===== src/rtl/instr_assembler.sv =====
// instr_assembler
//   Packs opcode, register fields, funct bits and a 32-bit immediate into a
//   RISC-V instruction word. The boot/test loader uses it to stream encoded
//   words into instruction memory. Each accepted request is range/alignment
//   checked. Legal words are presented with the byte address they belong at.
//
//   Optional feature: define ASM_RTYPE_EN to accept R-type (op 0110011).
//   Without it, R-type requests are rejected as unsupported.
//
// Parameters
//   ADDR_W     width of the byte-address counter
//   BASE_ADDR  byte address of the first emitted word (multiple of 4)
//
// Ports
//   clk, rst_n         clock (rising edge), asynchronous active-low reset
//   in_valid_i/ready_o request handshake
//   in_op_i .. in_imm_i fields of the request, latched on acceptance
//   out_valid_i/ready  word handshake; out_instr_o/out_addr_o hold while valid
//   addr_clr_i         reload the address counter to BASE_ADDR (any state)
//   err_o              one-cycle pulse on a rejected request
//   err_code_o         01 unsupported op, 10 imm range, 11 branch misaligned
//   word_cnt_o         words handed off, saturating at 0xFFFF
module instr_assembler #(
  parameter int ADDR_W    = 10,
  parameter int BASE_ADDR = 0
) (
  input  logic              clk,
  input  logic              rst_n,
  input  logic              in_valid_i,
  output logic              in_ready_o,
  input  logic [6:0]        in_op_i,
  input  logic [4:0]        in_rd_i,
  input  logic [4:0]        in_rs1_i,
  input  logic [4:0]        in_rs2_i,
  input  logic [2:0]        in_funct3_i,
  input  logic [6:0]        in_funct7_i,
  input  logic [31:0]       in_imm_i,
  output logic              out_valid_o,
  input  logic              out_ready_i,
  output logic [31:0]       out_instr_o,
  output logic [ADDR_W-1:0] out_addr_o,
  input  logic              addr_clr_i,
  output logic              err_o,
  output logic [1:0]        err_code_o,
  output logic [15:0]       word_cnt_o
);

  localparam logic [ADDR_W-1:0] BASE = ADDR_W'(BASE_ADDR);

  localparam logic [6:0] OP_LOAD   = 7'b0000011;
  localparam logic [6:0] OP_IMM    = 7'b0010011;
  localparam logic [6:0] OP_STORE  = 7'b0100011;
  localparam logic [6:0] OP_BRANCH = 7'b1100011;
  localparam logic [6:0] OP_RTYPE  = 7'b0110011;

  typedef enum logic [1:0] {IDLE, CHECK, OUT} state_e;

  state_e            state_q;
  logic [6:0]        op_q;
  logic [4:0]        rd_q, rs1_q, rs2_q;
  logic [2:0]        funct3_q;
  logic [6:0]        funct7_q;
  logic [31:0]       imm_q;
  logic              in_ready_q, out_valid_q, err_q;
  logic [31:0]       out_instr_q;
  logic [ADDR_W-1:0] out_addr_q;
  logic [1:0]        err_code_q;
  logic [15:0]       word_cnt_q;

  logic [31:0]       enc_word;
  logic [1:0]        enc_code;
  logic              fits12, fits13;
  logic [ADDR_W-1:0] out_addr_d;
  logic [15:0]       word_cnt_d;

  // Sign-extension checks: the upper bits must all be copies of the sign bit.
  assign fits12 = (&imm_q[31:11]) | ~(|imm_q[31:11]);
  assign fits13 = (&imm_q[31:12]) | ~(|imm_q[31:12]);

  always_comb begin
    enc_word = '0;
    enc_code = 2'b01;
    case (op_q)
      OP_LOAD, OP_IMM: begin
        enc_word = {imm_q[11:0], rs1_q, funct3_q, rd_q, op_q};
        enc_code = fits12 ? 2'b00 : 2'b10;
      end
      OP_STORE: begin
        enc_word = {imm_q[11:5], rs2_q, rs1_q, funct3_q, imm_q[4:0], op_q};
        enc_code = fits12 ? 2'b00 : 2'b10;
      end
      OP_BRANCH: begin
        enc_word = {imm_q[12], imm_q[10:5], rs2_q, rs1_q, funct3_q,
                    imm_q[4:1], imm_q[11], op_q};
        // Misalignment takes priority over range.
        if (imm_q[0])     enc_code = 2'b11;
        else if (!fits13) enc_code = 2'b10;
        else              enc_code = 2'b00;
      end
      OP_RTYPE: begin
        // The word is formed either way; it is only registered when legal.
        enc_word = {funct7_q, rs2_q, rs1_q, funct3_q, rd_q, op_q};
`ifdef ASM_RTYPE_EN
        enc_code = 2'b00;
`else
        enc_code = 2'b01;
`endif
      end
      default: begin
        enc_word = '0;
        enc_code = 2'b01;
      end
    endcase
  end

  // Address wraps modulo 2^ADDR_W (to 0, not BASE); the counter saturates.
  assign out_addr_d = out_addr_q + ADDR_W'(4);
  assign word_cnt_d = (word_cnt_q == 16'hFFFF) ? word_cnt_q : word_cnt_q + 16'd1;

  always_ff @(posedge clk or negedge rst_n) begin
    if (!rst_n) begin
      state_q     <= IDLE;
      op_q        <= '0;
      rd_q        <= '0;
      rs1_q       <= '0;
      rs2_q       <= '0;
      funct3_q    <= '0;
      funct7_q    <= '0;
      imm_q       <= '0;
      in_ready_q  <= 1'b1;
      out_valid_q <= 1'b0;
      err_q       <= 1'b0;
      out_instr_q <= '0;
      out_addr_q  <= BASE;
      err_code_q  <= 2'b00;
      word_cnt_q  <= '0;
    end else begin
      err_q <= 1'b0;
      case (state_q)
        IDLE: begin
          if (in_valid_i) begin
            op_q       <= in_op_i;
            rd_q       <= in_rd_i;
            rs1_q      <= in_rs1_i;
            rs2_q      <= in_rs2_i;
            funct3_q   <= in_funct3_i;
            funct7_q   <= in_funct7_i;
            imm_q      <= in_imm_i;
            in_ready_q <= 1'b0;
            state_q    <= CHECK;
          end
        end
        CHECK: begin
          if (enc_code == 2'b00) begin
            out_instr_q <= enc_word;
            out_valid_q <= 1'b1;
            state_q     <= OUT;
          end else begin
            err_q      <= 1'b1;
            err_code_q <= enc_code;
            in_ready_q <= 1'b1;
            state_q    <= IDLE;
          end
        end
        OUT: begin
          if (out_ready_i) begin
            out_valid_q <= 1'b0;
            out_addr_q  <= out_addr_d;
            word_cnt_q  <= word_cnt_d;
            in_ready_q  <= 1'b1;
            state_q     <= IDLE;
          end
        end
        default: begin
          state_q    <= IDLE;
          in_ready_q <= 1'b1;
        end
      endcase
      // A clear overrides any advance made on the same edge.
      if (addr_clr_i) out_addr_q <= BASE;
    end
  end

  assign in_ready_o  = in_ready_q;
  assign out_valid_o = out_valid_q;
  assign out_instr_o = out_instr_q;
  assign out_addr_o  = out_addr_q;
  assign err_o       = err_q;
  assign err_code_o  = err_code_q;
  assign word_cnt_o  = word_cnt_q;

endmodule

===== config.mk =====
export PLATFORM = sky130hd
export DESIGN_NAME = instr_assembler
export DESIGN_NICKNAME = d
export VERILOG_FILES = /design/src/rtl/instr_assembler.sv
export SDC_FILE = /design/constraint.sdc
export NUM_CORES = 1
export LEC_CHECK = 0
export ABC_AREA = 1
export CAP_MARGIN = 20
export CORE_MARGIN = 1
export CORE_UTILIZATION = 54
export DETAILED_ROUTE_END_ITERATION = 8
export GPL_ROUTABILITY_DRIVEN = 0
export GPL_TIMING_DRIVEN = 0
export PLACE_DENSITY = 0.87
export SLEW_MARGIN = 10
export SYNTH_ARGS = -nofsm -noshare
export SYNTH_HDL_FRONTEND = slang
export SYNTH_SLANG_ARGS = --single-unit

===== constraint.sdc =====
create_clock -name clk -period 3.96 [get_ports clk]
set_input_delay 1.188 -clock clk [delete_from_list [all_inputs] [get_ports clk]]
set_output_delay 1.188 -clock clk [all_outputs]
set_load 0.005 [all_outputs]

== Word level (Yosys, flattened, before mapping) ==
Cells that the tools add are included.

* ROM bits: 0
* Bits of input ports: 69
* Memories: 0
* Logic and storage cells: 75
* Latch bits: 0
* Output and inout port bits: 63
* Register bits after elaboration: 129
* RAM bits: 0

* Bitwise logic cells: 6
* Divide/modulo/power cells: 0
* Add/subtract/negate cells: 2
* Shift-type cells: 0
* Magnitude comparators: 0
* Eq/ne operators: 12
* Reduce and logical (&&, ||, !) cells: 19
* Muxes and demuxes: 21
* Multiply operators: 0

{| class="wikitable"
|+ Operators by type and width
! cell !! count
|-
| $pmux W32 S4 || 1
|-
| $mux W10 || 3
|-
| $reduce_and A21 Y1 || 1
|-
| $reduce_or A21 Y1 || 1
|-
| $reduce_and A20 Y1 || 1
|-
| $reduce_or A20 Y1 || 1
|-
| $add A16 B1 Y16 const B || 1
|-
| $eq A16 B16 Y1 const B || 1
|-
| $eq A7 B6 Y1 const B || 2
|-
| $mux W2 || 6
|-
| $add A10 B3 Y10 const B || 1
|-
| $reduce_and A2 Y1 || 5
|-
| $reduce_and A3 Y1 || 3
|-
| $ne A2 B2 Y1 const B || 4
|-
| $eq A7 B2 Y1 const B || 1
|-
| $eq A7 B5 Y1 const B || 1
|-
| $eq A7 B7 Y1 const B || 1
|-
| $mux W1 || 7
|-
| $pmux W2 S3 || 1
|-
| $reduce_bool A2 Y1 || 3
|-
| $logic_not A2 Y1 || 2
|-
| $not A1 Y1 || 4
|-
| $pmux W2 S2 || 1
|-
| $pmux W1 S3 || 1
|-
| 6 further kinds || 7
|}

== Depth between registers and ports, before layout ==
* Word-level depth: 9
* Mapped depth: 12
* Mapped depth without buffers: 12

== Worst setup path before layout ==
OpenSTA, ideal clock, no wires.

* Kind: input to register
* Start point: input out_ready_i
* End point: register rs1_q[3]
* Arrival: 2.017 ns
* Stages on the path: 7
* Path buffers: 2
* Setup time: 0.126 ns
* Path slack: 1.817 ns
* Data required time: 3.834 ns
* Path through: inv_1 -> nand2_1 -> o21ai_1 -> nor2_1 -> buf_2 -> buf_2 -> o21ai_0

{| class="wikitable"
|+ RTL lines
! what !! line !! RTL
|-
| start, declared || 39 || <nowiki>input logic out_ready_i,</nowiki>
|-
| end signal, assigned || 144 || <nowiki>rs1_q <= in_rs1_i;</nowiki>
|-
| end, declared || 60 || <nowiki>logic [4:0] rd_q, rs1_q, rs2_q;</nowiki>
|}

== Final worst setup path ==
* Start point: register in_ready_q, in the netlist in_ready_o
* End point: output in_ready_o

{| class="wikitable"
|+ RTL lines
! what !! line !! RTL
|-
| start, declared || 64 || <nowiki>logic in_ready_q, out_valid_q, err_q;</nowiki>
|-
| start signal, assigned || 130 || <nowiki>in_ready_q <= 1'b1;</nowiki>
|-
| start signal, assigned || 149 || <nowiki>in_ready_q <= 1'b0;</nowiki>
|-
| start signal, assigned || 161 || <nowiki>in_ready_q <= 1'b1;</nowiki>
|-
| end, declared || 30 || <nowiki>output logic in_ready_o,</nowiki>
|}

No word-level cell between the ends.

==> impl_metrics.json <==
{
  "drtPass1Iterations": 6,
  "insertion_delay_ns": 0.52,
  "ctsLongestPathBuffers": 2,
  "first_global_vias": 5264,
  "die_width_um": 105.5,
  "status": "complete, no violations",
  "worst_ep_required_time_ns": 2.77,
  "netlist-cell-type-count": 41,
  "synth_enable_flop_cells": 0,
  "highest_clock_rate_mhz": 364.6,
  "final_skew_ns": 0.008214,
  "vias_per_cell": 5.304,
  "critPathKind": "reg2out",
  "cts.root.buffer_cell": "sky130_fd_sc_hd__clkbuf_8",
  "syn2layout_area_growth_pct": 36.13,
  "clock_tree_from_tritoncts": "done",
  "drive_above_1_share": 0.1490,
  "register_bit_count_reported_by_yosys": 127,
  "timing.critical_path.slowest_cell_delay_ns": 0.54,
  "die_ar_um2": 11130,
  "worstPathBufferInverterCount": 1,
  "dieHeight_um": 105.5,
  "ys.flop_type": "sky130_fd_sc_hd__dfrtp_1",
  "grt_first_pass_wirelength_um": 25100,
  "postLayoutCoreUtil": 0.7592,
  "period_minus_slack_ns": 2.742,
  "drv_cap": 0,
  "intPower_w": 0.003336,
  "max_slew.worst_pin.slew_ns": 0.5800,
  "place.detailed.hpwl_um": 10450,
  "fillerInstances": 682,
  "cts_inserted_buffers": 17,
  "core-area_um2": 10370,
  "switching_share_of_power": 0.3532,
  "power.density_cell_area_nw_per_um2": 655.2,
  "gr_util_all_layers": 0.2948,
  "synth.avg_cell_area_um2": 8.802,
  "min_delay_worst_endpoint": "rs2_q[2]",
  "crit_path_end_kind": "output port",
  "grt_setup_unrepaired": "false",
  "final-instance-count-excl-fill": 955,
  "timing.final.crit_share": 0.6925,
  "total_vias_in_the_final_route": 5065,
  "synth_sequential_area_ratio": 0.5498,
  "holdPathStages": 2,
  "antenna-diode-count": 0,
  "row_count": 37,
  "worst_setup_path_startpoint": "in_ready_o",
  "p_switching_w": 0.001822,
  "post_synth_most_frequent_cells": "sky130_fd_sc_hd__nand2_1 (205), sky130_fd_sc_hd__dfrtp_1 (126), sky130_fd_sc_hd__inv_1 (63), sky130_fd_sc_hd__nor2_1 (59), sky130_fd_sc_hd__o21ai_0 (35)",
  "worstReg2RegStart": "op_q[3]",
  "share_of_power_burned_in_combinational_logic": 0.300,
  "post-route-drc-count": 0,
  "yosysMostFrequentCell": "sky130_fd_sc_hd__nand2_1",
  "routed_wl_um": 15420,
  "ir_worst_vdd_mv": 0.3534,
  "worst_r2r_path_depth": 11,
  "timing.critical_path.max_delay_family": "flip-flops",
  "sequentialPowerShare": 0.396,
  "post_cts.resized_instances": 0,
  "min_path_type": "reg2reg",
  "effective_utilization_at_floorplan": 0.5577,
  "post_syn_instances": 657,
  "slew-limit-headroom": 0.6134,
  "min_from": "rs2_q[2]",
  "power_frac_clock": 0.305,
  "synth_top_area_frac": 0.5452,
  "grt_start_max_net_pins": 81,
  "timing.critical_path.from_type": "flop",
  "r2r-end": "out_instr_o[22]",
  "ys_async_sr_fraction": 1.000,
  "crit_path_cells": "clkdlybuf4s50_1",
  "path_clk_slew_ns": 0.06,
  "globalRouteOverflowTotal": 0,
  "dpl.cell_count": 924,
  "slew_violations": 0,
  "worst-path-max-fanout": 2,
  "finalSetupViolations": 0,
  "worst-endpoint-arrival_ns": 1.55,
  "detail_route.iter0.violations": 319,
  "cts_htree_levels": 4,
  "finalHoldViolations": 0,
  "synthesis.area_um2": 5783,
  "synth.yosys.warnings": 0,
  "ff2ff_setup_slack_ns": 1.96,
  "grt_antenna_before_repair": 0,
  "clkSinkCount": 127,
  "nNetsFinal": 878,
  "flip_flop_and_latch_area_um2": 3179,
  "synth_top_cell_by_area": "sky130_fd_sc_hd__dfrtp_1",
  "buffers_added_on_ports": 129,
  "critical_path.slowest_cell": "sky130_fd_sc_hd__dfstp_2",
  "routed_wire_length_per_instance_um": 16.15,
  "post-cts-setup-buffer-count": 0,
  "hold_buffers": 0,
  "synthTopCellsByArea": "sky130_fd_sc_hd__dfrtp_1 (55%), sky130_fd_sc_hd__nand2_1 (13%), sky130_fd_sc_hd__o21ai_2 (4.2%), sky130_fd_sc_hd__inv_1 (4.1%), sky130_fd_sc_hd__nor2_1 (3.8%)",
  "power.leakage_nw": 3.724,
  "ios": 132,
  "antenna_violating_nets_post_route": 0,
  "area_occupied_by_multi_input_gates_um2": 2200
}
[placed cells by master (no fill, tap or decap), types with 3 or more instances in the layout]
| master | n |
|---|---|
| sky130_fd_sc_hd__nand2_1 | 205 |
| sky130_fd_sc_hd__clkinvlp_4 | 3 |
| sky130_fd_sc_hd__inv_1 | 63 |
| sky130_fd_sc_hd__inv_2 | 6 |
| sky130_fd_sc_hd__clkdlybuf4s50_1 | 128 |
| sky130_fd_sc_hd__o21ai_2 | 28 |
| sky130_fd_sc_hd__a21oi_1 | 18 |
| sky130_fd_sc_hd__nor3_1 | 4 |
| sky130_fd_sc_hd__nand4_1 | 4 |
| sky130_fd_sc_hd__xnor2_1 | 5 |
| sky130_fd_sc_hd__dfrtp_1 | 126 |
| sky130_fd_sc_hd__xor2_1 | 9 |
| sky130_fd_sc_hd__nor2_1 | 59 |
| sky130_fd_sc_hd__buf_2 | 7 |
| sky130_fd_sc_hd__clkbuf_8 | 4 |
| sky130_fd_sc_hd__clkbuf_16 | 16 |
| sky130_fd_sc_hd__clkbuf_1 | 7 |
| sky130_fd_sc_hd__bufinv_16 | 3 |
| sky130_fd_sc_hd__o21ai_0 | 35 |
| sky130_fd_sc_hd__nand2_2 | 27 |
| sky130_fd_sc_hd__nand3_1 | 15 |
| sky130_fd_sc_hd__buf_6 | 7 |
| sky130_fd_sc_hd__o22ai_1 | 5 |
| sky130_fd_sc_hd__clkinv_2 | 3 |
[stage by stage]
step	instance area, µm²	total power, W	setup TNS, ns	hold slack (ns)	setup WS, ns
finish	7873	0.005158	0	0.4750	1.218
global route	7873	0.005451	0	0.4997	1.188
CTS	7873	0.005155	0	0.4751	1.213
detailed placement	7277	0.003560	0	0.4623	0.8641
global placement	7248	0.003445	-374.63	0.4478	-2.967
floorplan	5787	0.002918	0	0.4422	1.817
[sequential cells by signal, summed over array words and instances (netlist names)]
| signal | flops |
|---|---|
| err_o | 1 |
| out_instr_o | 32 |
| out_addr_o | 8 |
| word_cnt_o | 16 |
| op_q | 7 |
| in_ready_o | 1 |
| out_valid_o | 1 |
| rs1_q | 5 |
| funct3_q | 3 |
| rd_q | 5 |
| err_code_o | 2 |
| imm_q | 32 |
| state_q | 2 |
| funct7_q | 7 |
| rs2_q | 5 |
[kinds of logic (layout without fill, tap and decap cells)]
logic type / after synthesis / after routing / share of synthesized area
other: 1 / 2 / 0.0006484
buffers and inverters: 91 / 252 / 0.07053
and+or+nand+nor: 332 / 332 / 0.2551
xor gates and xnor gates: 14 / 14 / 0.02120
DFF: 127 / 127 / 0.5498
AOI/OAI and AO/OA: 90 / 90 / 0.09844
adders and majority gates: 2 / 2 / 0.004326
[routing by layer]
metal  vias to the layer above  part of all wire  wire, µm  global-route usage
li1                       2352                 -         -                   -
met1                      2442              0.39      6033              0.3457
met2                       222              0.52      8016              0.5174
met3                        49             0.060       922             0.05566
met4                         0             0.029       451              0.1469
met5                         -                 0         0                   0
[power groups by stage]
stage                     registers (W)  logic (W)  clock network (W)
after detailed placement        0.00204    0.00152                  0
after global routing            0.00209    0.00173            0.00163
final                           0.00204    0.00155            0.00157
after CTS                       0.00203    0.00155            0.00157
after floorplan                 0.00198   0.000943                  0
after global placement          0.00202    0.00143                  0
[how the worst max path moves through the flow]
stage                       endpoint  slack [ns]  depth (start not counted)
after floorplan             rs1_q[3]        1.82                          7
after global placement     imm_q[26]       -2.97                          1
after detailed placement     rd_q[4]        0.86                          9
after CTS                 in_ready_o        1.21                          1
after global routing      in_ready_o        1.19                          1
final                     in_ready_o        1.22                          1
[final cells by class]
type,count,share of cell area
Inverter,70,0.03401
Timing Repair Buffer,130,0.1677
Clock buffer,21,0.05833
Tap cell,136,0.02161
Multi-Input combinational cell,440,0.2794
Sequential cell,127,0.4038
Buffer,21,0.01780
Clock inverter,10,0.01732
Power figures use the tool's default switching activity.
